**config.mk**
```make
export PLATFORM = sky130hd
export DESIGN_NAME = seg7_scan_bcd_counter
export DESIGN_NICKNAME = d
export VERILOG_FILES = /design/src/rtl/seg7_pkg.sv /design/src/rtl/seg7_scan_bcd_counter_bcd_digit.sv /design/src/rtl/seg7_scan_bcd_counter.sv
export SDC_FILE = /design/constraint.sdc
export NUM_CORES = 1
export LEC_CHECK = 0
export CAP_MARGIN = 30
export CORE_ASPECT_RATIO = 2
export CORE_MARGIN = 5
export CORE_UTILIZATION = 47
export CTS_BUF_LIST = sky130_fd_sc_hd__clkbuf_4 sky130_fd_sc_hd__clkbuf_8
export CTS_CLUSTER_DIAMETER = 60
export DETAILED_ROUTE_END_ITERATION = 12
export DONT_BUFFER_PORTS = 1
export GPL_ROUTABILITY_DRIVEN = 1
export PLACE_DENSITY = 0.64
export SLEW_MARGIN = 20
export SYNTH_ARGS = -nofsm -noshare
export SYNTH_HDL_FRONTEND = slang
export SYNTH_SLANG_ARGS = --single-unit
```
**constraint.sdc**
```tcl
create_clock -name clk -period 6.2 [get_ports clk]
set_input_delay 0.93 -clock clk [delete_from_list [all_inputs] [get_ports clk]]
set_output_delay 0.93 -clock clk [all_outputs]
set_load 0.02 [all_outputs]
```
**src/rtl/seg7_pkg.sv**
```systemverilog
// rtl/seg7_pkg.sv - shared seven-segment codes, BCD width and helpers
// Purpose: segment code constants, BCD nibble width, load saturation and the
//          standard seven-segment decoder (segments a..g = bit 0..6, active high).
// Ports:   none (package)
package seg7_pkg;

  localparam int BCD_W = 4;

  localparam logic [6:0] SEG_0     = 7'b0111111;
  localparam logic [6:0] SEG_1     = 7'b0000110;
  localparam logic [6:0] SEG_2     = 7'b1011011;
  localparam logic [6:0] SEG_3     = 7'b1001111;
  localparam logic [6:0] SEG_4     = 7'b1100110;
  localparam logic [6:0] SEG_5     = 7'b1101101;
  localparam logic [6:0] SEG_6     = 7'b1111101;
  localparam logic [6:0] SEG_7     = 7'b0000111;
  localparam logic [6:0] SEG_8     = 7'b1111111;
  localparam logic [6:0] SEG_9     = 7'b1101111;
  localparam logic [6:0] SEG_BLANK = 7'b0000000;

  // Clamp an out-of-range load nibble to 9 so digits never hold a non-BCD code.
  function automatic logic [BCD_W-1:0] bcd_sat(input logic [BCD_W-1:0] nibble);
    return (nibble > 4'd9) ? 4'd9 : nibble;
  endfunction

  function automatic logic [6:0] seg7_decode(input logic [BCD_W-1:0] nibble);
    logic [6:0] code;
    case (nibble)
      4'd0:    code = SEG_0;
      4'd1:    code = SEG_1;
      4'd2:    code = SEG_2;
      4'd3:    code = SEG_3;
      4'd4:    code = SEG_4;
      4'd5:    code = SEG_5;
      4'd6:    code = SEG_6;
      4'd7:    code = SEG_7;
      4'd8:    code = SEG_8;
      4'd9:    code = SEG_9;
      default: code = SEG_BLANK;
    endcase
    return code;
  endfunction

endpackage

```
**src/rtl/seg7_scan_bcd_counter_bcd_digit.sv**
```systemverilog
// rtl/seg7_scan_bcd_counter_bcd_digit.sv - one decade (0..9) up/down counter stage
// Purpose: single BCD digit with carry/borrow chaining and parallel load.
// Ports:   clk, reset (async, active high), step (count enable for the chain),
//          up_dn (1 up / 0 down), load, load_d[3:0] (already saturated),
//          cin (lower digits all at their rollover value), q[3:0], cout.
module bcd_digit
  import seg7_pkg::*;
(
  input  logic             clk,
  input  logic             reset,
  input  logic             step,
  input  logic             up_dn,
  input  logic             load,
  input  logic [BCD_W-1:0] load_d,
  input  logic             cin,
  output logic [BCD_W-1:0] q,
  output logic             cout
);

  // cout is combinational on the pre-step value so the whole chain resolves
  // within the step cycle.
  assign cout = up_dn ? ((q == 4'd9) && cin) : ((q == 4'd0) && cin);

  always_ff @(posedge clk or posedge reset) begin
    if (reset) begin
      q <= '0;
    end else if (load) begin
      q <= load_d;
    end else if (step && cin) begin
      if (up_dn) q <= (q == 4'd9) ? 4'd0 : q + 4'd1;
      else       q <= (q == 4'd0) ? 4'd9 : q - 4'd1;
    end
  end

endmodule

```
**src/rtl/seg7_scan_bcd_counter.sv**
```systemverilog
// rtl/seg7_scan_bcd_counter.sv - prescaled N-digit BCD counter with 7-seg scan driver
// Purpose: decimal up/down counter stepped by a programmable prescaler, with
//          parallel load, wrap flag, leading-zero blanking and a multiplexed
//          seven-segment output stage.
// Ports:   clk, reset (async, active high), tick_cmp (prescaler terminal, 0 = MAX_COUNT),
//          en, up_dn, load, load_val (BCD, digit 0 in [3:0]), bcd_out, tick, wrap,
//          seg[6:0] (a..g), dp, digit_sel (one-hot).
module seg7_scan_bcd_counter
  import seg7_pkg::*;
#(
  parameter int               N_DIGITS  = 4,
  parameter int               CMP_W     = 32,
  parameter logic [CMP_W-1:0] MAX_COUNT = '1,
  parameter int               SCAN_DIV  = 1024,
  parameter int               LZB       = 1,
  parameter int               DP_POS    = 0
) (
  input  logic                      clk,
  input  logic                      reset,
  input  logic [CMP_W-1:0]          tick_cmp,
  input  logic                      en,
  input  logic                      up_dn,
  input  logic                      load,
  input  logic [BCD_W*N_DIGITS-1:0] load_val,
  output logic [BCD_W*N_DIGITS-1:0] bcd_out,
  output logic                      tick,
  output logic                      wrap,
  output logic [6:0]                seg,
  output logic                      dp,
  output logic [N_DIGITS-1:0]       digit_sel
);

  localparam int IDX_W = (N_DIGITS > 1) ? $clog2(N_DIGITS) : 1;
  localparam int SC_W  = $clog2(SCAN_DIV);

  // ---------------- prescaler ----------------
  logic [CMP_W-1:0] pcnt;
  logic [CMP_W-1:0] cmp;
  logic             period_end;
  logic             step;
  logic [N_DIGITS:0] carry;

  assign cmp        = (tick_cmp == '0) ? MAX_COUNT : tick_cmp;
  // >= rather than == so a lowered compare value ends the period right away.
  assign period_end = en && (pcnt >= cmp);
  assign step       = period_end && !load;

  always_ff @(posedge clk or posedge reset) begin
    if (reset) begin
      pcnt <= '0;
      tick <= 1'b0;
      wrap <= 1'b0;
    end else begin
      tick <= step;
      wrap <= step && carry[N_DIGITS];
      if (load || period_end) pcnt <= '0;
      else if (en)            pcnt <= pcnt + CMP_W'(1);
    end
  end

  // ---------------- digit chain ----------------
  logic [BCD_W-1:0] q [N_DIGITS];

  assign carry[0] = 1'b1;

  for (genvar g = 0; g < N_DIGITS; g++) begin : g_digit
    bcd_digit u_digit (
      .clk    (clk),
      .reset  (reset),
      .step   (step),
      .up_dn  (up_dn),
      .load   (load),
      .load_d (bcd_sat(load_val[BCD_W*g +: BCD_W])),
      .cin    (carry[g]),
      .q      (q[g]),
      .cout   (carry[g+1])
    );
    assign bcd_out[BCD_W*g +: BCD_W] = q[g];
  end

  // ---------------- scan rotation ----------------
  logic [SC_W-1:0]  scan_cnt;
  logic [IDX_W-1:0] idx;

  always_ff @(posedge clk or posedge reset) begin
    if (reset) begin
      scan_cnt <= '0;
      idx      <= '0;
    end else if (scan_cnt == SC_W'(SCAN_DIV - 1)) begin
      scan_cnt <= '0;
      idx      <= (idx == IDX_W'(N_DIGITS - 1)) ? '0 : idx + IDX_W'(1);
    end else begin
      scan_cnt <= scan_cnt + SC_W'(1);
    end
  end

  // ---------------- digit select, blanking, decode ----------------
  logic [N_DIGITS:0]   zero_from;  // zero_from[k]: digits k..N-1 are all zero
  logic [BCD_W-1:0]    nib;
  logic                blank_sel;
  logic                dp_c;
  logic [6:0]          seg_c;
  logic [N_DIGITS-1:0] sel_c;

  always_comb begin
    zero_from           = '0;
    zero_from[N_DIGITS] = 1'b1;
    for (int k = N_DIGITS - 1; k >= 0; k--) begin
      zero_from[k] = zero_from[k+1] && (q[k] == '0);
    end

    nib       = '0;
    blank_sel = 1'b0;
    dp_c      = 1'b0;
    for (int k = 0; k < N_DIGITS; k++) begin
      if (idx == IDX_W'(k)) begin
        nib       = q[k];
        blank_sel = (LZB != 0) && (k != 0) && zero_from[k];
        dp_c      = (k == DP_POS);
      end
    end

    seg_c = blank_sel ? SEG_BLANK : seg7_decode(nib);
    sel_c = N_DIGITS'(1) << idx;
  end

  // seg, dp and digit_sel share one register stage so they always change together.
  always_ff @(posedge clk or posedge reset) begin
    if (reset) begin
      seg       <= SEG_0;
      dp        <= (DP_POS == 0);
      digit_sel <= N_DIGITS'(1);
    end else begin
      seg       <= seg_c;
      dp        <= dp_c;
      digit_sel <= sel_c;
    end
  end

endmodule

```
==> metrics.csv, run 1 <==
stage,metric,value,unit
finish,layout cells sized above 1,0.0694,
detailed_routing,vias per cell,5.95,
grt,pin count of the biggest net entering global routing,74,
timing,final worst path period share,0.731,
grt,met3 Use GR,0.0417,
power,sw power,0.303,mW
setup_path,"Req. time, crit path",6.49,ns
detailed_routing,DR iter-0 viols,195,
synthesis,number of synthesized register bits,73,
placed_design,pre-CTS setup slack,1.22,ns
die,core area,10800,µm²
grt,M2 GR Usage,0.392,
grt,gr ovfl total,0,
power,Pwr Density,195,nW/µm²
placed_design,hpwl dp,10.1,mm
grt,total track usage,0.200,
timing,max frequency,221,MHz
synthesis,syn avg cell area,8.52,µm²
power,power share of the clock group,0.361,
cts,H-Tree Level Count,3,
synthesis,number of synthesized flops with an enable pin,0,
power,sequential cell fraction of total power,0.521,
cts,clock-pin slew on the worst setup and hold paths,0.08,ns
cts,post-cts sizing count,0,
setup_path,CP cell instances,nor4_1 -> nand4_1 -> nor2_2 -> buf_4 -> or2_2 -> ha_1 -> nand2b_1 -> a2111o_1 -> a41oi_2 -> a31oi_4 -> or3_1 -> buf_8 -> nor2_1,
die,# IOs,83,
setup_path,R2R depth,9,
synthesis,Post-synth ARST share,1.00,
finish,area delta synth->final,5.68,%
timing,Worst Skew,0.0115,ns
timing,endpoints failing setup,0,
timing,max_slew headroom,0.504,
detailed_routing,post-route ant nets,0,
cts,CTS tree,yes,
synthesis,Synth Cell Area,5150,µm²
timing,setup TNS,0,ns
synthesis,sequential-to-total area share from yosys stat,0.356,
timing,RSZ-0062 raised after global routing,no,
cts,Inserted Clock Buffers,9,
setup_path,Critical-path top delay cell,or3_1,
cts,Root Driver,clkbuf_8,
die,die area,13300,µm²
synthesis,Synth Net Count,701,
power,Lkg Pwr,2.45,nW
die,row cnt,54,
grt,global-route wire length before repair,21.2,mm
grt,number of global-route vias before repair,4499,
placed_design,Routability Congestion,0.925,
placed_design,DP Area,5210,µm²
setup_path,CP Capture Type,register,
placed_design,Port Buf Inserts,0,
timing,PnR worst setup slack,1.67,ns
setup_path,Startpoint Class,input pin,
timing,Fin. Hold Viols,0,
status,status,completed,
setup_path,critical path type,input pin to register,
timing,Tmin final,4.53,ns
timing,"Slew Viols, Final",0,
finish,most frequent cells in the layout,"nor2_1, dfrtp_1, nand2_1",
die,initial core utilization,0.477,
cts,Clock Tree Buf Depth,2,
power,Final Power,1.06,mW
setup_path,crit-path max cell delay,0.63,ns
synthesis,Synth cell types,61,
grt,Top Usage Layer GRT,met2,
grt,GR met1 Demand/Resource,0.190,
finish,post-route cell area,5450,µm²
cts,clk_lat worst skew,0.36,ns
synthesis,Syn. warnings,0,
power,maximum VDD drop,0.162,mV
detailed_routing,DRC viols,0,
power,logic gate share of total power,0.118,
job,maxcap violations,0,
synthesis,Post-synth top flop,dfrtp_1,
setup_path,crit path DAT,4.82,ns
cts,"Setup Fix Bufs, Post-CTS",0,
setup_path,CP Max Fanout,25,
finish,fin nets,682,
synthesis,Synth Instances,605,
finish,"commonest non-fill, non-tap cell in the layout",nor2_1,
detailed_routing,Routed wire per std cell,18.1,µm
power,Sw Ratio,0.286,
die,Die Ht,158,µm
finish,# diodes,0,
grt,initial antenna violation count,0,
detailed_routing,final wirelength,13.2,mm
timing,Least-Margin Pin Slew,0.724,ns
die,Die X,84.0,µm
cts,hold buffers post-CTS,0,
hold_path,worst hold path class,input pin to async pin,
detailed_routing,total iterations of the first detailed-routing run,4,
cts,Clock Sinks,73,
detailed_routing,DR vias,4348,
power,P_int,0.756,mW
[cell usage after synthesis, types with 12 or more instances]
| master | count | area share |
|---|---|---|
| nor3_1 | 12 | 0.012 |
| nor4_1 | 12 | 0.015 |
| a21oi_1 | 35 | 0.034 |
| nand2_1 | 51 | 0.037 |
| xnor2_1 | 14 | 0.024 |
| dfrtp_1 | 66 | 0.32 |
| clkbuf_1 | 26 | 0.019 |
| ha_1 | 43 | 0.10 |
| o21ai_0 | 37 | 0.036 |
| mux2i_1 | 14 | 0.027 |
| nor2_1 | 90 | 0.066 |
| inv_1 | 14 | 0.010 |
| and3_1 | 14 | 0.017 |
| xor2_1 | 30 | 0.051 |
| nand4_1 | 12 | 0.015 |
| nand3_1 | 35 | 0.034 |
[through the flow]
step / utilization / cells / hold WS [ns]
after global routing: 0.504 / 731 / 0.506
after floorplan: - / 605 / 0.439
after CTS: 0.500 / 729 / 0.490
after detailed placement: 0.482 / 713 / 0.476
final: 0.504 / 731 / 0.486
after global placement: 0.482 / 713 / 0.454
[logic make-up (layout without fill, tap and decap cells)]
group                    after synthesis  in the layout  synth area share
AO/OA/AOI/OAI                        128            128             0.162
XOR/XNOR                              44             44            0.0748
adder cells (fa/ha/maj)               43             43             0.104
flip-flops                            73             73             0.356
AND/OR/NAND/NOR                      254            254             0.236
buffers and inverters                 48             34            0.0374
multiplexers                          15             15            0.0294
[area by class of cell]
type	count	area (µm²)
fillers	1036	5360
multi-input cells	484	3130
flip-flops and latches	73	1840
well taps	140	175
clock buffers	13	154
repair buffers	4	57.6
inverters	14	52.6
clock inverters	3	43.8
[path summary, 6_finish.rpt]
path,start,endpoint,slack [ns]
max in group asynchronous,reset,pcnt[1],5.12
min in group clk,scan_cnt[4],scan_cnt[4],0.49
hold / removal,reset,digit_sel[2],0.49
setup reg to reg,pcnt[0],pcnt[22],3.33
setup / recovery,tick_cmp[8],pcnt[22],1.67
hold reg to reg,scan_cnt[4],scan_cnt[4],0.49
[power by group through the flow]
stage	combinational (mW)	clock [mW]	sequential (mW)
after detailed placement	0.123	0	0.561
after floorplan	0.124	0	0.536
after global placement	0.118	0	0.561
final	0.125	0.382	0.552
after CTS	0.124	0.392	0.552
after global routing	0.143	0.410	0.557
[registers in the layout (all words and copies together), names as in the netlist]
| register | flops |
|---|---|
| pcnt | 32 |
| g_digit.u_digit.q | 16 |
| scan_cnt | 10 |
| seg | 7 |
| digit_sel | 3 |
| idx | 2 |
| dp | 1 |
| tick | 1 |
| wrap | 1 |
[per-layer routing]
layer / wire [µm] / vias up
met5: 0 / -
met4: 504 / 0
met3: 633 / 31
met2: 7430 / 111
met1: 4650 / 2091
li1: - / 2115
[critical path, delay by kind of cell]
kind / cells / cell delay, ns
AO/OA/AOI/OAI: 3 / 0.88
AND/OR/NAND/NOR: 7 / 2.20
adder cells (fa/ha/maj): 1 / 0.21
buffers and inverters: 2 / 0.59
(Power assumes the default switching activity.)
==> inputs of run 2 (changes only) <==
Settings changed: PLACE_DENSITY 0.64 to 0.66.
Clock period 6.2 ns to 4.1 ns, I/O delays scaled along.
==> metrics.csv, run 2 (synthesis gave the netlist of run 1 again) <==
stage,metric,value,unit,change
detailed_routing,DR iter-0 viols,167,,was 195
setup_path,CP Max Fanout,20,,was 25
grt,number of global-route vias before repair,4569,,was 4499
detailed_routing,DRC viols,0,,unchanged
placed_design,hpwl dp,10.1,mm,about the same
die,Die Ht,158,µm,unchanged
timing,Tmin final,3.29,ns,
grt,gr ovfl total,0,,unchanged
detailed_routing,total iterations of the first detailed-routing run,4,,unchanged
setup_path,Buffers & Inverters on Critical Path,1,,was 2
timing,setup TNS,0,ns,unchanged
power,Final Power,1.55,mW,was 1.06 mW
detailed_routing,Routed wire per std cell,17.7,µm,was 18.1 µm
cts,hold buffers post-CTS,0,,unchanged
finish,fill cell count,1050,,was 1036
die,core area,10800,µm²,unchanged
setup_path,"Req. time, crit path",4.36,ns,was 6.49 ns
cts,clk_lat worst skew,0.36,ns,about the same
detailed_routing,post-route ant nets,0,,unchanged
setup_path,Critical-path top delay cell,a31oi_4,,was or3_1
finish,max FFs per register,32,,unchanged
setup_path,Top delay family on crit path,simple AND/OR/NAND/NOR gates,,unchanged
setup_path,crit path DAT,3.56,ns,was 4.82 ns
hold_path,worst hold path class,input pin to async pin,,unchanged
cts,Root Driver,clkbuf_8,,unchanged
finish,# diodes,0,,unchanged
detailed_routing,final wirelength,13.0,mm,was 13.2 mm
timing,"Slew Viols, Final",0,,unchanged
setup_path,CP cell instances,nor4_1 -> nand4_1 -> nor2_1 -> buf_4 -> nor2_1 -> ha_1 -> nand4_1 -> nor3_1 -> a22oi_1 -> a31oi_4 -> nor2_4 -> o31a_1 -> o31ai_1,,was nor4_1 -> nand4_1 -> nor2_2 -> buf_4 -> or2_2 -> ha_1 -> nand2b_1 -> a2111o_1 -> a41oi_2 -> a31oi_4 -> or3_1 -> buf_8 -> nor2_1
finish,most frequent cells in the layout,"nor2_1, dfrtp_1, nand2_1",,unchanged
detailed_routing,DR vias,4372,,was 4348
finish,layout cells sized above 1,0.0708,,was 0.0694
timing,endpoints failing setup,0,,unchanged
grt,pin count of the biggest net entering global routing,44,,was 74
setup_path,CP Capture Type,register,,unchanged
detailed_routing,vias per cell,5.96,,was 5.95
die,row cnt,54,,unchanged
timing,Worst Skew,0.0159,ns,was 0.0115 ns
finish,area delta synth->final,5.29,%,was 5.68%
die,initial core utilization,0.477,,unchanged
cts,clock-pin slew on the worst setup and hold paths,0.09,ns,was 0.08 ns
cts,CTS tree,yes,,unchanged
setup_path,Startpoint Class,input pin,,unchanged
finish,sequential cell area,1840,µm²,unchanged
timing,Fin. Hold Viols,0,,unchanged
timing,max_slew headroom,0.537,,was 0.504
setup_path,crit-path max cell delay,0.39,ns,was 0.63 ns
finish,multi-input logic area,3130,µm²,about the same
status,status,completed,,unchanged
cts,Inserted Clock Buffers,9,,unchanged
placed_design,Routability Congestion,0.905,,was 0.925
die,# IOs,83,,unchanged
cts,H-Tree Level Count,3,,unchanged
grt,initial antenna violation count,0,,unchanged
cts,"Setup Fix Bufs, Post-CTS",0,,unchanged
setup_path,R2R Path End,g_digit[1].u_digit.q[2],,was pcnt[22]
die,Die X,84.0,µm,unchanged
cts,Clock Sinks,73,,unchanged
setup_path,reg2reg start,pcnt[0],,unchanged
cts,Clock Tree Buf Depth,2,,unchanged
setup_path,R2R depth,9,,unchanged
power,Pwr Density,286,nW/µm²,was 195 nW/µm²
timing,RSZ-0062 raised after global routing,no,,unchanged
finish,Final Util,0.502,,was 0.504
grt,total track usage,0.204,,was 0.200
job,maxcap violations,0,,unchanged
cts,post-cts sizing count,0,,unchanged
finish,fin nets,684,,was 682
setup_path,R2R setup slack,1.46,ns,was 3.33 ns
finish,largest registers,"pcnt (32), g_digit.u_digit.q (16), scan_cnt (10)",,unchanged
timing,max frequency,304,MHz,
setup_path,critical path type,input pin to register,,unchanged
grt,global-route wire length before repair,21.7,mm,was 21.2 mm
die,die area,13300,µm²,unchanged
placed_design,Port Buf Inserts,0,,unchanged
power,maximum VDD drop,0.213,mV,was 0.162 mV
power,Lkg Pwr,2.44,nW,was 2.45 nW
finish,"commonest non-fill, non-tap cell in the layout",nor2_1,,unchanged
timing,final worst path period share,0.803,,
timing,Least-Margin Pin Slew,0.675,ns,was 0.724 ns
finish,largest register by flop count,pcnt,,unchanged
==> run 2: layout make-up <==
| type | count | area share |
|---|---|---|
| clock inverters | 6 | 0.00784 |
| well taps | 140 | 0.0323 |
| inverters | 14 | 0.00968 |
| flip-flops and latches | 73 | 0.338 |
| multi-input cells | 484 | 0.576 |
| repair buffers | 6 | 0.0106 |
| clock buffers | 10 | 0.0254 |
==> run 2: through the flow <==
stage	setup WS [ns]	area, µm²	hold WS, ns	instances
4_1_cts	0.802	5410	0.297	732
5_1_grt	0.498	5430	0.0668	733
3_5_place_dp	0.426	5230	0.471	716
6_report	0.806	5430	0.0652	733
3_3_place_gp	0.443	5230	0.454	716
2_1_floorplan	0.524	5150	0.439	605
==> run 2: worst max path at each step <==
stage | startpoint | end | slack, ns | depth (start not counted)
after detailed placement | tick_cmp[25] | g_digit[0].u_digit.q[1] | 0.43 | 13
after floorplan | tick_cmp[25] | pcnt[0] | 0.52 | 14
after global routing | tick_cmp[25] | g_digit[0].u_digit.q[1] | 0.50 | 13
final | tick_cmp[0] | g_digit[0].u_digit.q[1] | 0.81 | 13
after CTS | tick_cmp[25] | g_digit[0].u_digit.q[1] | 0.80 | 13
after global placement | tick_cmp[25] | g_digit[0].u_digit.q[1] | 0.44 | 13
==> run 2: power breakdown <==
| part | internal, mW | switching [mW] | total [mW] |
|---|---|---|---|
| clock | 0.237 | 0.290 | 0.527 |
| combinational | 0.0832 | 0.105 | 0.188 |
| sequential | 0.750 | 0.0857 | 0.836 |
==> run 2: routing by layer <==
layer | up-vias | track usage | routed length [µm]
li1 | 2121 | - | -
met1 | 2102 | 0.187 | 4380
met2 | 119 | 0.401 | 7350
met3 | 30 | 0.0526 | 729
met4 | 0 | 0.108 | 521
met5 | - | 0 | 0
==> inputs of run 3 (changes only) <==
Settings changed: PLACE_DENSITY 0.66 to 0.64.
Clock period 4.1 ns to 3.3 ns, I/O delays scaled along.
==> metrics.csv, run 3 (synthesis gave the netlist of run 1 again) <==
stage,metric,value,unit,change
placed_design,hpwl dp,10.4,mm,was 10.1 mm
power,Lkg Pwr,2.56,nW,was 2.44 nW
detailed_routing,Routed wire per std cell,17.9,µm,was 17.7 µm
grt,number of global-route vias before repair,4630,,was 4569
setup_path,CP Capture Type,register,,unchanged
die,# IOs,83,,unchanged
die,initial core utilization,0.477,,unchanged
finish,"commonest non-fill, non-tap cell in the layout",nor2_1,,unchanged
hold_path,worst hold path class,input pin to async pin,,unchanged
setup_path,critical path type,input pin to register,,unchanged
timing,Least-Margin Pin Slew,0.732,ns,was 0.675 ns
die,row cnt,54,,unchanged
cts,Clock Tree Buf Depth,2,,unchanged
setup_path,R2R setup slack,0.63,ns,was 1.46 ns
finish,Layout Cells excl Fill,753,,was 733
timing,Worst Skew,0.00906,ns,was 0.0159 ns
finish,# diodes,0,,unchanged
cts,Clock Sinks,73,,unchanged
cts,clock-pin slew on the worst setup and hold paths,0.08,ns,was 0.09 ns
detailed_routing,DR vias,4473,,was 4372
cts,clk_lat worst skew,0.36,ns,about the same
setup_path,R2R Path End,pcnt[8],,was g_digit[1].u_digit.q[2]
status,status,completed,,unchanged
cts,hold buffers post-CTS,0,,unchanged
grt,total track usage,0.207,,was 0.204
power,maximum VDD drop,0.330,mV,was 0.213 mV
setup_path,Startpoint Class,input pin,,unchanged
grt,gr ovfl total,0,,unchanged
finish,fill cell count,1022,,was 1050
finish,max FFs per register,32,,unchanged
finish,largest registers,"pcnt (32), g_digit.u_digit.q (16), scan_cnt (10)",,unchanged
detailed_routing,post-route ant nets,0,,unchanged
placed_design,Routability Congestion,0.856,,was 0.905
setup_path,R2R depth,10,,was 9
detailed_routing,final wirelength,13.5,mm,was 13.0 mm
placed_design,post-placement cell count,736,,was 716
timing,Tmin final,3.18,ns,
cts,H-Tree Level Count,3,,unchanged
grt,global-route wire length before repair,22.0,mm,was 21.7 mm
timing,max frequency,315,MHz,
timing,Fin. Hold Viols,0,,unchanged
setup_path,crit path DAT,3.41,ns,was 3.56 ns
timing,max_slew headroom,0.511,,was 0.537
timing,"Slew Viols, Final",0,,unchanged
placed_design,Port Buf Inserts,0,,unchanged
finish,sequential cell area,1840,µm²,unchanged
timing,final worst path period share,0.963,,
setup_path,CP Max Fanout,11,,was 20
setup_path,reg2reg start,pcnt[0],,unchanged
cts,Inserted Clock Buffers,9,,unchanged
cts,Root Driver,clkbuf_8,,unchanged
setup_path,"Req. time, crit path",3.53,ns,was 4.36 ns
detailed_routing,DR iter-0 viols,161,,was 167
finish,fin nets,704,,was 684
detailed_routing,DRC viols,0,,unchanged
grt,initial antenna violation count,0,,unchanged
finish,largest register by flop count,pcnt,,unchanged
power,Pwr Density,369,nW/µm²,was 286 nW/µm²
die,die area,13300,µm²,unchanged
finish,most frequent cells in the layout,"nor2_1, dfrtp_1, nand2_1",,unchanged
detailed_routing,total iterations of the first detailed-routing run,5,,was 4
finish,multi-input logic area,3170,µm²,was 3130 µm²
detailed_routing,vias per cell,5.94,,was 5.96
cts,CTS tree,yes,,unchanged
finish,layout cells sized above 1,0.108,,was 0.0708
finish,area delta synth->final,10.1,%,was 5.29%
grt,pin count of the biggest net entering global routing,41,,was 44
timing,endpoints failing setup,0,,unchanged
die,core area,10800,µm²,unchanged
job,maxcap violations,0,,unchanged
finish,Final Util,0.525,,was 0.502
die,Die X,84.0,µm,unchanged
die,Die Ht,158,µm,unchanged
## run 3: power breakdown
group | switching, mW | total (mW) | internal [mW]
clock | 0.344 | 0.808 | 0.464
combinational | 0.142 | 0.254 | 0.112
sequential | 0.101 | 1.03 | 0.933
total | 0.587 | 2.10 | 1.51
## run 3: cell type report
class,instances,share of cell area
clock inverters,5,0.0137
inverters,14,0.00926
well taps,140,0.0309
flip-flops and latches,73,0.324
multi-input cells,484,0.559
clock buffers,11,0.0267
repair buffers,26,0.0373
## run 3: worst max-delay path, stage by stage
cell and delay [ns]:
nor4_4 0.27, buf_4 0.15, nand4_1 0.10, nor2_2 0.18, buf_4 0.19, nor2_1 0.05, ha_1 0.29, a21o_1 0.18
a21o_1 0.16, a22o_1 0.23, o41a_4 0.44, nor2_4 0.23, a2bb2oi_1 0.31, o21ai_0 0.13
## run 3: worst max-delay path by stage
stage	start	to	slack, ns	cells past startpoint
final	tick_cmp[24]	g_digit[0].u_digit.q[3]	0.12	14
after global routing	tick_cmp[24]	g_digit[3].u_digit.q[1]	-0.007	14
after floorplan	tick_cmp[8]	pcnt[0]	0.007	14
after global placement	tick_cmp[24]	wrap	-0.31	17
after CTS	tick_cmp[24]	g_digit[0].u_digit.q[1]	0.03	16
after detailed placement	tick_cmp[24]	g_digit[0].u_digit.q[1]	-0.33	16
## run 3: timing repair
item / 4_1_cts / 5_1_grt
endpoints found under the setup margin: 0 / 48
resized for setup: 0 / 7
buffers inserted: 0 / 1
## run 3: per-stage QoR
| stage | hold slack [ns] | setup slack [ns] | area (µm²) | setup TNS (ns) | power, mW |
|---|---|---|---|---|---|
| after floorplan | 0.439 | 0.00667 | 5170 | 0 | 1.24 |
| after global placement | 0.453 | -0.314 | 5390 | -9.18 | 1.29 |
| after detailed placement | 0.460 | -0.333 | 5390 | -11.43 | 1.30 |
| after CTS | 0.149 | 0.0316 | 5620 | 0 | 2.12 |
| after global routing | 0.189 | -0.00705 | 5670 | -0.00705 | 2.20 |
| final | 0.138 | 0.123 | 5670 | 0 | 2.10 |
## run 3: metal layers
layer,up-vias,wire length (µm),global-route usage
li1,2166,-,-
met1,2164,4660,0.203
met2,115,7610,0.399
met3,28,780,0.0490
met4,0,441,0.103
met5,-,0,0
